[src/rtl/lcd_pkg.sv]
// Shared types and constants for the LCD text arbiter: default line length,
// FSM state encoding and width helpers used by the interface and the RTL.
package lcd_pkg;

  localparam int LINE_LENGTH_DEFAULT = 16;
  localparam int LINE_W_DEFAULT      = 8 * LINE_LENGTH_DEFAULT;

  typedef enum logic [2:0] {
    IDLE,
    LATCH,
    SEND,
    WAIT_DONE,
    RELEASE
  } lcd_arb_state_t;

  // Bit width of one text line holding line_length characters.
  function automatic int line_width(input int line_length);
    return 8 * line_length;
  endfunction

  // Width of a client index; never narrower than one bit.
  function automatic int idx_width(input int num_clients);
    return (num_clients > 1) ? $clog2(num_clients) : 1;
  endfunction

endpackage

[src/rtl/lcd_text_arbiter_if.sv]
// Bundle of the client request side and the LCD controller text port.
// master: the arbiter's view (drives acks and the LCD text inputs).
// slave : the environment's view (clients plus LCD controller).
interface lcd_text_arbiter_if #(
  parameter int NUM_CLIENTS = 4,
  parameter int LINE_LENGTH = lcd_pkg::LINE_LENGTH_DEFAULT
);
  import lcd_pkg::*;

  localparam int LINE_W = line_width(LINE_LENGTH);

  logic [NUM_CLIENTS-1:0]             req;
  logic [NUM_CLIENTS-1:0][LINE_W-1:0] line1_in;
  logic [NUM_CLIENTS-1:0][LINE_W-1:0] line2_in;
  logic [NUM_CLIENTS-1:0]             ack;
  logic                               busy;
  logic                               lcd_sendText;
  logic [LINE_W-1:0]                  lcd_line1;
  logic [LINE_W-1:0]                  lcd_line2;
  logic                               lcd_sendingDone;
  logic                               timeout_err;

  modport master (
    input  req, line1_in, line2_in, lcd_sendingDone,
    output ack, busy, lcd_sendText, lcd_line1, lcd_line2, timeout_err
  );

  modport slave (
    output req, line1_in, line2_in, lcd_sendingDone,
    input  ack, busy, lcd_sendText, lcd_line1, lcd_line2, timeout_err
  );

endinterface

[src/rtl/lcd_rr_pick.sv]
// Combinational round-robin priority search: returns the first requesting
// client found by scanning upward from ptr, wrapping at NUM_CLIENTS.
module lcd_rr_pick #(
  parameter int NUM_CLIENTS = 4,
  parameter int IDX_W       = lcd_pkg::idx_width(NUM_CLIENTS)
) (
  input  logic [NUM_CLIENTS-1:0] req,
  input  logic [IDX_W-1:0]       ptr,
  output logic [IDX_W-1:0]       grant_idx,
  output logic                   any_req
);

  logic [IDX_W:0] cand;

  // Scan NUM_CLIENTS candidates starting at ptr; the first hit wins.
  always_comb begin
    grant_idx = '0;
    any_req   = 1'b0;
    cand      = '0;
    for (int i = 0; i < NUM_CLIENTS; i++) begin
      cand = {1'b0, ptr} + (IDX_W+1)'(i);
      if (cand >= (IDX_W+1)'(NUM_CLIENTS)) begin
        cand = cand - (IDX_W+1)'(NUM_CLIENTS);
      end
      if (!any_req && req[cand[IDX_W-1:0]]) begin
        any_req   = 1'b1;
        grant_idx = cand[IDX_W-1:0];
      end
    end
  end

endmodule

[src/rtl/lcd_text_arbiter.sv]
// Shares one LCD controller text port between NUM_CLIENTS requesters.
// Round-robin grant, latch of the winner's two lines, one-cycle sendText
// pulse, wait for the controller's completion edge (bounded by a timeout),
// then a one-cycle ack back to the granted client.
// Optional feature macro: LCD_ARB_DEDUP_EN -- keeps a shadow of the last
// text actually sent and skips the transfer when a grant repeats it.
module lcd_text_arbiter #(
  parameter int NUM_CLIENTS    = 4,
  parameter int LINE_LENGTH    = lcd_pkg::LINE_LENGTH_DEFAULT,
  parameter int TIMEOUT_CYCLES = 5_000_000
) (
  input  logic                CLK,
  input  logic                RESET,
  lcd_text_arbiter_if.master  bus
);
  import lcd_pkg::*;

  localparam int LINE_W = line_width(LINE_LENGTH);
  localparam int IDX_W  = idx_width(NUM_CLIENTS);
  localparam int CNT_W  = (TIMEOUT_CYCLES > 1) ? $clog2(TIMEOUT_CYCLES) : 1;

  localparam logic [CNT_W-1:0] CNT_LAST = CNT_W'(TIMEOUT_CYCLES - 1);
  localparam logic [IDX_W-1:0] IDX_LAST = IDX_W'(NUM_CLIENTS - 1);

  lcd_arb_state_t         state_q;
  lcd_arb_state_t         state_d;
  logic [IDX_W-1:0]       ptr_q;
  logic [IDX_W-1:0]       grant_q;
  logic [IDX_W-1:0]       pick_idx;
  logic                   any_req;
  logic [LINE_W-1:0]      line1_q;
  logic [LINE_W-1:0]      line2_q;
  logic [CNT_W-1:0]       wait_cnt_q;
  logic                   done_prev_q;
  logic                   done_rise;
  logic                   at_limit;
  logic                   timeout_q;
  logic                   dedup_hit;
  logic [NUM_CLIENTS-1:0] ack_d;
  logic                   busy_d;
  logic                   send_d;

  lcd_rr_pick #(
    .NUM_CLIENTS (NUM_CLIENTS),
    .IDX_W       (IDX_W)
  ) u_rr_pick (
    .req       (bus.req),
    .ptr       (ptr_q),
    .grant_idx (pick_idx),
    .any_req   (any_req)
  );

  // Completion is a rising edge only, so a controller that holds
  // sendingDone high as a level cannot complete the next transfer early.
  assign done_rise = bus.lcd_sendingDone & ~done_prev_q;
  assign at_limit  = (wait_cnt_q == CNT_LAST);

`ifdef LCD_ARB_DEDUP_EN
  logic [LINE_W-1:0] shadow1_q;
  logic [LINE_W-1:0] shadow2_q;
  logic              shadow_valid_q;

  assign dedup_hit = shadow_valid_q && (line1_q == shadow1_q) && (line2_q == shadow2_q);

  // Remember the text of the last transfer the controller confirmed; a
  // timeout leaves the display contents unknown, so it invalidates the copy.
  always_ff @(posedge CLK or posedge RESET) begin
    if (RESET) begin
      shadow1_q      <= '0;
      shadow2_q      <= '0;
      shadow_valid_q <= 1'b0;
    end else if (state_q == WAIT_DONE) begin
      if (done_rise) begin
        shadow1_q      <= line1_q;
        shadow2_q      <= line2_q;
        shadow_valid_q <= 1'b1;
      end else if (at_limit) begin
        shadow_valid_q <= 1'b0;
      end
    end
  end
`else
  assign dedup_hit = 1'b0;
`endif

  // FSM state register.
  always_ff @(posedge CLK or posedge RESET) begin
    if (RESET) begin
      state_q <= IDLE;
    end else begin
      state_q <= state_d;
    end
  end

  // Next-state decode plus the state-decoded handshake outputs.
  always_comb begin
    state_d = state_q;
    busy_d  = 1'b1;
    send_d  = 1'b0;
    ack_d   = '0;
    case (state_q)
      IDLE: begin
        busy_d = 1'b0;
        if (any_req) begin
          state_d = LATCH;
        end
      end
      LATCH: begin
        state_d = dedup_hit ? RELEASE : SEND;
      end
      SEND: begin
        send_d  = 1'b1;
        state_d = WAIT_DONE;
      end
      WAIT_DONE: begin
        if (done_rise || at_limit) begin
          state_d = RELEASE;
        end
      end
      RELEASE: begin
        ack_d[grant_q] = 1'b1;
        state_d        = IDLE;
      end
      default: begin
        state_d = IDLE;
      end
    endcase
  end

  // Track the previous sendingDone in every state so the edge detector is
  // already primed when WAIT_DONE is entered.
  always_ff @(posedge CLK or posedge RESET) begin
    if (RESET) begin
      done_prev_q <= 1'b0;
    end else begin
      done_prev_q <= bus.lcd_sendingDone;
    end
  end

  // Capture the winner and its text on the way into LATCH so the lines are
  // already stable during LATCH and stay put until the next grant.
  always_ff @(posedge CLK or posedge RESET) begin
    if (RESET) begin
      grant_q <= '0;
      line1_q <= '0;
      line2_q <= '0;
    end else if (state_q == IDLE && any_req) begin
      grant_q <= pick_idx;
      line1_q <= bus.line1_in[pick_idx];
      line2_q <= bus.line2_in[pick_idx];
    end
  end

  // Completion wait counter: cleared with the start pulse, counts WAIT_DONE cycles.
  always_ff @(posedge CLK or posedge RESET) begin
    if (RESET) begin
      wait_cnt_q <= '0;
    end else if (state_q == SEND) begin
      wait_cnt_q <= '0;
    end else if (state_q == WAIT_DONE && !at_limit) begin
      wait_cnt_q <= wait_cnt_q + 1'b1;
    end
  end

  // Sticky timeout flag; a completion in the final cycle still counts as success.
  always_ff @(posedge CLK or posedge RESET) begin
    if (RESET) begin
      timeout_q <= 1'b0;
    end else if (state_q == WAIT_DONE && at_limit && !done_rise) begin
      timeout_q <= 1'b1;
    end
  end

  // Move the round-robin pointer past the client just served.
  always_ff @(posedge CLK or posedge RESET) begin
    if (RESET) begin
      ptr_q <= '0;
    end else if (state_q == RELEASE) begin
      ptr_q <= (grant_q == IDX_LAST) ? '0 : grant_q + 1'b1;
    end
  end

  assign bus.ack          = ack_d;
  assign bus.busy         = busy_d;
  assign bus.lcd_sendText = send_d;
  assign bus.lcd_line1    = line1_q;
  assign bus.lcd_line2    = line2_q;
  assign bus.timeout_err  = timeout_q;

endmodule

[src/flat_wrapper.sv]
// flat-port wrapper written by rule: the top's interface ports become plain ports
module lcd_text_arbiter_flat import lcd_pkg::*;
#(
  parameter int NUM_CLIENTS    = 4,
  parameter int LINE_LENGTH    = lcd_pkg::LINE_LENGTH_DEFAULT,
  parameter int TIMEOUT_CYCLES = 5_000_000
)
  (CLK, RESET, bus_req, bus_line1_in, bus_line2_in, bus_lcd_sendingDone, bus_ack, bus_busy, bus_lcd_sendText, bus_lcd_line1, bus_lcd_line2, bus_timeout_err);
  lcd_text_arbiter_if #(.NUM_CLIENTS(NUM_CLIENTS), .LINE_LENGTH(LINE_LENGTH)) bus_i ();
  input  logic CLK;
  input  logic RESET;
  input wire logic [$bits(bus_i.req)-1:0] bus_req;
  input wire logic [$bits(bus_i.line1_in)-1:0] bus_line1_in;
  input wire logic [$bits(bus_i.line2_in)-1:0] bus_line2_in;
  input wire logic [$bits(bus_i.lcd_sendingDone)-1:0] bus_lcd_sendingDone;
  output wire logic [$bits(bus_i.ack)-1:0] bus_ack;
  output wire logic [$bits(bus_i.busy)-1:0] bus_busy;
  output wire logic [$bits(bus_i.lcd_sendText)-1:0] bus_lcd_sendText;
  output wire logic [$bits(bus_i.lcd_line1)-1:0] bus_lcd_line1;
  output wire logic [$bits(bus_i.lcd_line2)-1:0] bus_lcd_line2;
  output wire logic [$bits(bus_i.timeout_err)-1:0] bus_timeout_err;
  assign bus_i.req = bus_req;
  assign bus_i.line1_in = bus_line1_in;
  assign bus_i.line2_in = bus_line2_in;
  assign bus_i.lcd_sendingDone = bus_lcd_sendingDone;
  assign bus_ack = bus_i.ack;
  assign bus_busy = bus_i.busy;
  assign bus_lcd_sendText = bus_i.lcd_sendText;
  assign bus_lcd_line1 = bus_i.lcd_line1;
  assign bus_lcd_line2 = bus_i.lcd_line2;
  assign bus_timeout_err = bus_i.timeout_err;
  lcd_text_arbiter #(.NUM_CLIENTS(NUM_CLIENTS), .LINE_LENGTH(LINE_LENGTH), .TIMEOUT_CYCLES(TIMEOUT_CYCLES)) u_core (.CLK(CLK), .RESET(RESET), .bus(bus_i));
endmodule
[config.mk]
export PLATFORM = sky130hd
export DESIGN_NAME = lcd_text_arbiter_flat
export DESIGN_NICKNAME = d
export VERILOG_FILES = /design/src/rtl/lcd_pkg.sv /design/src/rtl/lcd_text_arbiter_if.sv /design/src/rtl/lcd_rr_pick.sv /design/src/rtl/lcd_text_arbiter.sv /design/src/flat_wrapper.sv
export SDC_FILE = /design/constraint.sdc
export NUM_CORES = 1
export LEC_CHECK = 0
export BUFFER_PORTS_ARGS = -buffer_cell sky130_fd_sc_hd__buf_2
export CAP_MARGIN = 25
export CORE_AREA = 10 10 495 497
export CTS_CLUSTER_SIZE = 40
export DETAILED_ROUTE_END_ITERATION = 7
export DIE_AREA = 0 0 505 507
export PLACE_DENSITY = 0.3
export SLEW_MARGIN = 10
export SYNTH_ARGS = -nofsm -noshare
export SYNTH_HDL_FRONTEND = slang
export SYNTH_SLANG_ARGS = --single-unit
[constraint.sdc]
create_clock -name CLK -period 12.3 [get_ports CLK]
set_clock_uncertainty 0.15 [all_clocks]
set_input_delay 1.845 -clock CLK [delete_from_list [all_inputs] [get_ports CLK]]
set_output_delay 1.845 -clock CLK [all_outputs]
set_load 0.01 [all_outputs]
[Word-level counts from Yosys, hierarchy flattened]
Cells that the tools add are included.
Storage, ports and cells
  register bits: 288
  bits of input ports: 1031
  output and inout bits: 263
  word-level logic and storage cells: 90
Cells by class
  add/sub/neg operators: 9
  $lt $le $gt $ge: 11
  equal/unequal tests: 8
  multiplexer cells: 35
  bitwise operators: 2
  reduce and logical (&&, ||, !) cells: 17
Operators with widths (count)
  128-bit binary-select mux with 2-bit select: 2
  128-bit two-way mux: 2
  23-bit two-way mux: 2
  23-bit by 1-bit adder with 23-bit output, second input constant: 1
  23-bit equality test, second input constant: 1
  2-bit by 3-bit < comparator with 1-bit output, second input constant: 6
  2-bit two-way mux: 9
  3-bit case mux with 4 select lines: 1
  1-bit two-way mux: 11
  3-bit greater-or-equal comparator, second input constant: 3
  1-bit binary-select mux with 2-bit select: 4
  1-bit logical AND: 8
  2-bit by 1-bit subtractor with 2-bit output, second input constant: 4
  2-bit by 2-bit adder with 3-bit output, second input constant: 2
  3-bit by 2-bit equality test with 1-bit output, second input constant: 2
  3-bit two-way mux: 2
  1-bit zero test: 5
  4-bit two-way mux: 1
  2-bit by 1-bit != test with 1-bit output, second input constant: 2
  2-bit by 1-bit adder with 3-bit output, second input constant: 1
  3-bit by 1-bit equality test with 1-bit output, second input constant: 1
  3-bit equality test, second input constant: 1
  2-bit by 3-bit greater-or-equal comparator with 1-bit output, second input constant: 1
  3-bit zero test: 1
  9 further kinds: 9

[Logic depth before layout (Yosys ltp)]
  depth in word-level cells: 16
  mapped depth: 9
  depth with buffers taken out: 6

[By module]
From an unflattened synthesis, not the netlist that was laid out.
Second synthesis, totals
  cell total of the unflattened synthesis: 1039
  area, all modules: 17262.8 µm²
Modules (own cells, without submodules)
  lcd_text_arbiter: instances 1, cells an instance 1024, area each 17185.2 µm², seq. area each 7206.9 µm²
  lcd_rr_pick: instances 1, cells an instance 15, area each 77.6 µm², seq. area each 0.0 µm²

[Worst setup path before layout]
OpenSTA, ideal clock, no wires.
  path type: input to register
  start: input port bus_req[3]
  end: register u_core.line1_q[116], in the netlist u_core.bus.lcd_line1[116]
  setup time: 0.142 ns
  arrival: 3.263 ns
  required time: 12.008 ns
  setup slack: 8.745 ns
  stages: 8
  buffers on the path: 3
  cell sequence: nor2b_1 > o21a_1 > a311o_1 > buf_4 > buf_4 > buf_1 > mux2i_1 > o221ai_1
On the way
  word-level cells in the longest chain between the ends: 14
  elaborated cells on any way between the ends: 25
  those cells by class: mux (18); reduce/logical (7)
Ends and longest elaborated chain
  start, declared: line flat_wrapper.sv:12  | input wire logic [$bits(bus_i.req)-1:0] bus_req;
  1-bit binary-select mux with 2-bit select: line lcd_rr_pick.sv:25  | if (!any_req && req[cand[IDX_W-1:0]]) begin
  1-bit two-way mux (not written as such): line lcd_rr_pick.sv:25
  1-bit two-way mux: line lcd_rr_pick.sv:25
  1-bit zero test: line lcd_rr_pick.sv:25
  1-bit logical AND: line lcd_rr_pick.sv:25
  1-bit two-way mux: line lcd_rr_pick.sv:25
  1-bit zero test: line lcd_rr_pick.sv:25
  1-bit logical AND: line lcd_rr_pick.sv:25
  1-bit two-way mux: line lcd_rr_pick.sv:25
  1-bit zero test: line lcd_rr_pick.sv:25
  1-bit logical AND: line lcd_rr_pick.sv:25
  2-bit two-way mux: line lcd_rr_pick.sv:25
  128-bit binary-select mux with 2-bit select: line lcd_text_arbiter.sv:149  | line1_q <= bus.line1_in[pick_idx];
  128-bit two-way mux (not written as such): line lcd_text_arbiter.sv:149
  end signal, assigned: line lcd_text_arbiter.sv:149
  end, declared: line lcd_text_arbiter.sv:31  | logic [LINE_W-1:0] line1_q;
Several ways; a longest one is shown, not always the timed one. The select of a mux whose other input is x is not followed.
A chain may end at the register's enable or synchronous reset.

[Worst setup path in the final report]
  start: input port bus_req[3]
  end: register u_core.line2_q[13], in the netlist u_core.bus.lcd_line2[13]
On the way
  word-level cells in the longest chain between the ends: 14
  elaborated cells on any way between the ends: 25
  those cells by class: mux (18); reduce/logical (7)
Ends and longest elaborated chain
  1-bit binary-select mux with 2-bit select: line lcd_rr_pick.sv:25
  1-bit two-way mux (not written as such): line lcd_rr_pick.sv:25
  1-bit two-way mux: line lcd_rr_pick.sv:25
  1-bit zero test: line lcd_rr_pick.sv:25
  1-bit logical AND: line lcd_rr_pick.sv:25
  1-bit two-way mux: line lcd_rr_pick.sv:25
  1-bit zero test: line lcd_rr_pick.sv:25
  1-bit logical AND: line lcd_rr_pick.sv:25
  1-bit two-way mux: line lcd_rr_pick.sv:25
  1-bit zero test: line lcd_rr_pick.sv:25
  1-bit logical AND: line lcd_rr_pick.sv:25
  2-bit two-way mux: line lcd_rr_pick.sv:25
  128-bit binary-select mux with 2-bit select: line lcd_text_arbiter.sv:150  | line2_q <= bus.line2_in[pick_idx];
  128-bit two-way mux (not written as such): line lcd_text_arbiter.sv:150
  end signal, assigned: line lcd_text_arbiter.sv:150
  end, declared: line lcd_text_arbiter.sv:32  | logic [LINE_W-1:0] line2_q;
Several ways; a longest one is shown, not always the timed one. The select of a mux whose other input is x is not followed.

==> results.md <==
- Yosys cell types: 45
- Worst endpoint data arrival time: 5.58 ns
- Syn avg cell area: 10.7 um^2
- Compound-cell area share of the yosys netlist: 14.6%
- Hold Path Stages: 1
- Core Rows: 178
- Global-route wire length before repair: 239 mm
- FFs w/ async S/R, synth: 100%
- Final worst-path cycle share: 42.7%
- Register area: 7210 um^2
- Final GP Congestion: 0.921
- DR vias/cell: 3.36
- Post-route cell area: 28800 um^2
- Multi-input logic area: 9210 um^2
- Max-Cap Viols: 0
- Post-Synth Adder-Cell Area: 0.363%
- Synth top area share: 41.8%
- Main combinational cell family by area after synthesis: multiplexers
- Grt total ovfl: 0
- PD cells: 203 nW/um^2
- Highest clock rate: 0.191 GHz
- VDD IR-drop max: 0.0998 mV
- 1st-iter DRT viols: 1398
- Post-DP HPWL: 166 mm
- Register-to-Register Path Depth: 8
- Critical setup path kind: in -> reg
- Hold Crit Class: reg -> reg
- Status: finished, final reports clean
- Setup Fix Bufs, Post-CTS: 0
- Post-synthesis mux area share: 29.9%
- Root buf cell: clkbuf_16
- # nets final: 3857
- H-tree depth: 2
- Reg2reg setup slack: 7.84 ns
- Most used DFF post-synth: dfrtp_1
- Clock slew at reported path FFs: 0.06 ns
- Global-route usage over all layers: 14.2%
- DRT Pass-1 Iters: 6
- Clk_lat worst skew: 0.66 ns
- Synth top area cells: dfrtp_1 (42%), mux2i_1 (30%), o221ai_1 (13%)
- Unrepaired setup endpoints after global routing: no
- Yosys top cell by area: dfrtp_1
- Fin crit period: 5.25 ns
- IO buf count: 1293
- CP endpoint kind: register
- P&R area growth vs syn: 67.0%
- Post-DRT Antenna Nets: 0
- Vias in the first global route: 20900
- CTS tree: done
- CP Data Required Time: 12.63 ns
- Syn_nets: 2643
- Final hold violation count: 0
- Die area: 256000 um^2
- Count leader, synth: mux2i_1
- Total CTS buffers: 47
- Core ar.: 235000 um^2
- Total Neg Setup Slack: 0 ns
- Lkg Pwr: 14.7 nW
- Die Width: 505 um
- DR DRC count: 0
- Final setup violation count: 0
- # fillers: 27300
- Startpoint types: primary input
- Fin. max-slew vios: 0
- Number of clock sinks: 288
- Hold-fix buffers, CTS: 0
- Pin count of the biggest net entering global routing: 119
- Synth Area in XOR/XNOR: 0.305%
- Initial Utilization: 7.35%
- Placed Area: 27100 um^2
- Post-CTS resize count: 0
- IO Count: 1294
- WL/cell: 31.7 um
- Antenna violations before repair: 287
- YS warnings: 0
- Actual slew at the worst max-slew pin: 1.21 ns
- DR vias: 20300
- Mapped Area: 17200 um^2
- Largest fanout on the critical path: 118
- DRT Wirelength: 192 mm
- Minimum hold slack: 0.321 ns
- Share of cells above drive strength 1: 48.9%
- Maximum buffer depth of the clock tree: 3
- Simple-gate area share of the yosys netlist: 8.12%
- Register bit total from synthesis: 288
- Sequential cell area fraction in the yosys report: 41.8%
- Number of synthesized flops with an enable pin: 0
- Slew margin rel.: 19.2%
- Synth Instances: 1607
- Die Span Y: 507 um
- Top post-synthesis cells by count: mux2i_1 (514), dfrtp_1 (288), nand2_1 (267)
final timing paths:
check                                              startpoint                              endpoint
hold reg to reg            u_core.bus.timeout_err$_DFFE_PP0P_    u_core.bus.timeout_err$_DFFE_PP0P_
setup reg to reg                  u_core.ptr_q[1]$_DFFE_PP0P_  u_core.bus.lcd_line2[13]$_DFFE_PP0P_
setup / recovery                                   bus_req[3]  u_core.bus.lcd_line2[13]$_DFFE_PP0P_
min in group asynchronous                               RESET   u_core.bus.lcd_line1[0]$_DFFE_PP0P_
max in group asynchronous                               RESET  u_core.bus.lcd_line1[91]$_DFFE_PP0P_
hold / removal             u_core.bus.timeout_err$_DFFE_PP0P_    u_core.bus.timeout_err$_DFFE_PP0P_
worst max-delay path: stages:
cell      delay (ns)
buf_2           0.12
nor2b_1         0.15
o21a_1          0.12
a311o_2         0.30
buf_12          0.49
buf_4           0.85
buf_4           0.78
mux2i_1         0.30
o221ai_1        0.14
placed cells by master, fill, tap and decap left out, drive strengths merged, types with 2 or more instances in the layout:
cell type | netlist | layout
ha | 5 | 5
o211ai | 4 | 4
or4 | 5 | 5
nand2b | 4 | 4
and4 | 2 | 2
clkinvlp | 0 | 5
and3 | 6 | 6
inv | 11 | 14
xnor2 | 5 | 5
nand4 | 3 | 3
clkinv | 0 | 5
mux2i | 514 | 514
or2 | 4 | 4
a21oi | 9 | 9
bufinv | 0 | 3
o21ai | 12 | 12
or3 | 6 | 6
o221ai | 256 | 256
nor4 | 5 | 5
nand3 | 12 | 12
buf | 81 | 1315
nand2 | 267 | 267
diode | 0 | 54
nor4b | 2 | 2
dfrtp | 288 | 288
nor3 | 3 | 3
o31ai | 7 | 7
nor2b | 2 | 2
clkbuf | 69 | 67
o21a | 3 | 3
nor2 | 11 | 11
cell type report:
type	count	share of cell area, %
repair buffers	1315	23.4
inverters	11	0.169
diodes	54	0.469
flip-flops and latches	288	25.0
well taps	3150	13.7
clock inverters	16	0.700
multi-input cells	1158	32.0
clock buffers	67	4.59
sequential cells by signal, summed over array words and instances (netlist names):
register                flops
u_core.bus.lcd_line1      128
u_core.bus.lcd_line2      128
u_core.wait_cnt_q          23
u_core.state_q              3
u_core.grant_q              2
u_core.ptr_q                2
u_core.bus.timeout_err      1
u_core.done_prev_q          1
layer usage:
metal	up-vias	wire length (um)	track usage, %
li1	8693	-	-
met1	9578	71800	15.6
met2	1437	91600	24.6
met3	513	23300	7.52
met4	124	4730	2.20
met5	-	805	0
kinds of logic (layout without fill, tap and decap cells):
kind of cell | after synthesis | count (layout)
buffers and inverters | 161 | 1409
flip-flops | 288 | 288
multiplexers | 515 | 515
XOR/XNOR | 6 | 6
AO/OA/AOI/OAI | 298 | 298
adder cells (fa/ha/maj) | 5 | 5
AND/OR/NAND/NOR | 334 | 334
other | 0 | 54
metrics by stage:
step           instances  util (%)  power (mW)  setup WS (ns)
4_1_cts             6004      12.2        6.01           7.13
5_1_grt             6021      12.2        6.24           6.88
2_1_floorplan       1607         -        3.08           2.36
6_report            6059      12.3        5.85           7.05
3_3_place_gp        5921      11.5        4.51           6.41
3_5_place_dp        5921      11.5        4.52           6.37
where the power goes:
part           internal [mW]  leakage, nW  total (mW)  switching, mW
registers               1.38         3.59        1.65          0.275
clock network          0.811        0.732        1.41          0.600
logic                   1.07         10.4        2.79           1.72
total                   3.26         14.7        5.85           2.59
(Power assumes the default switching activity.)
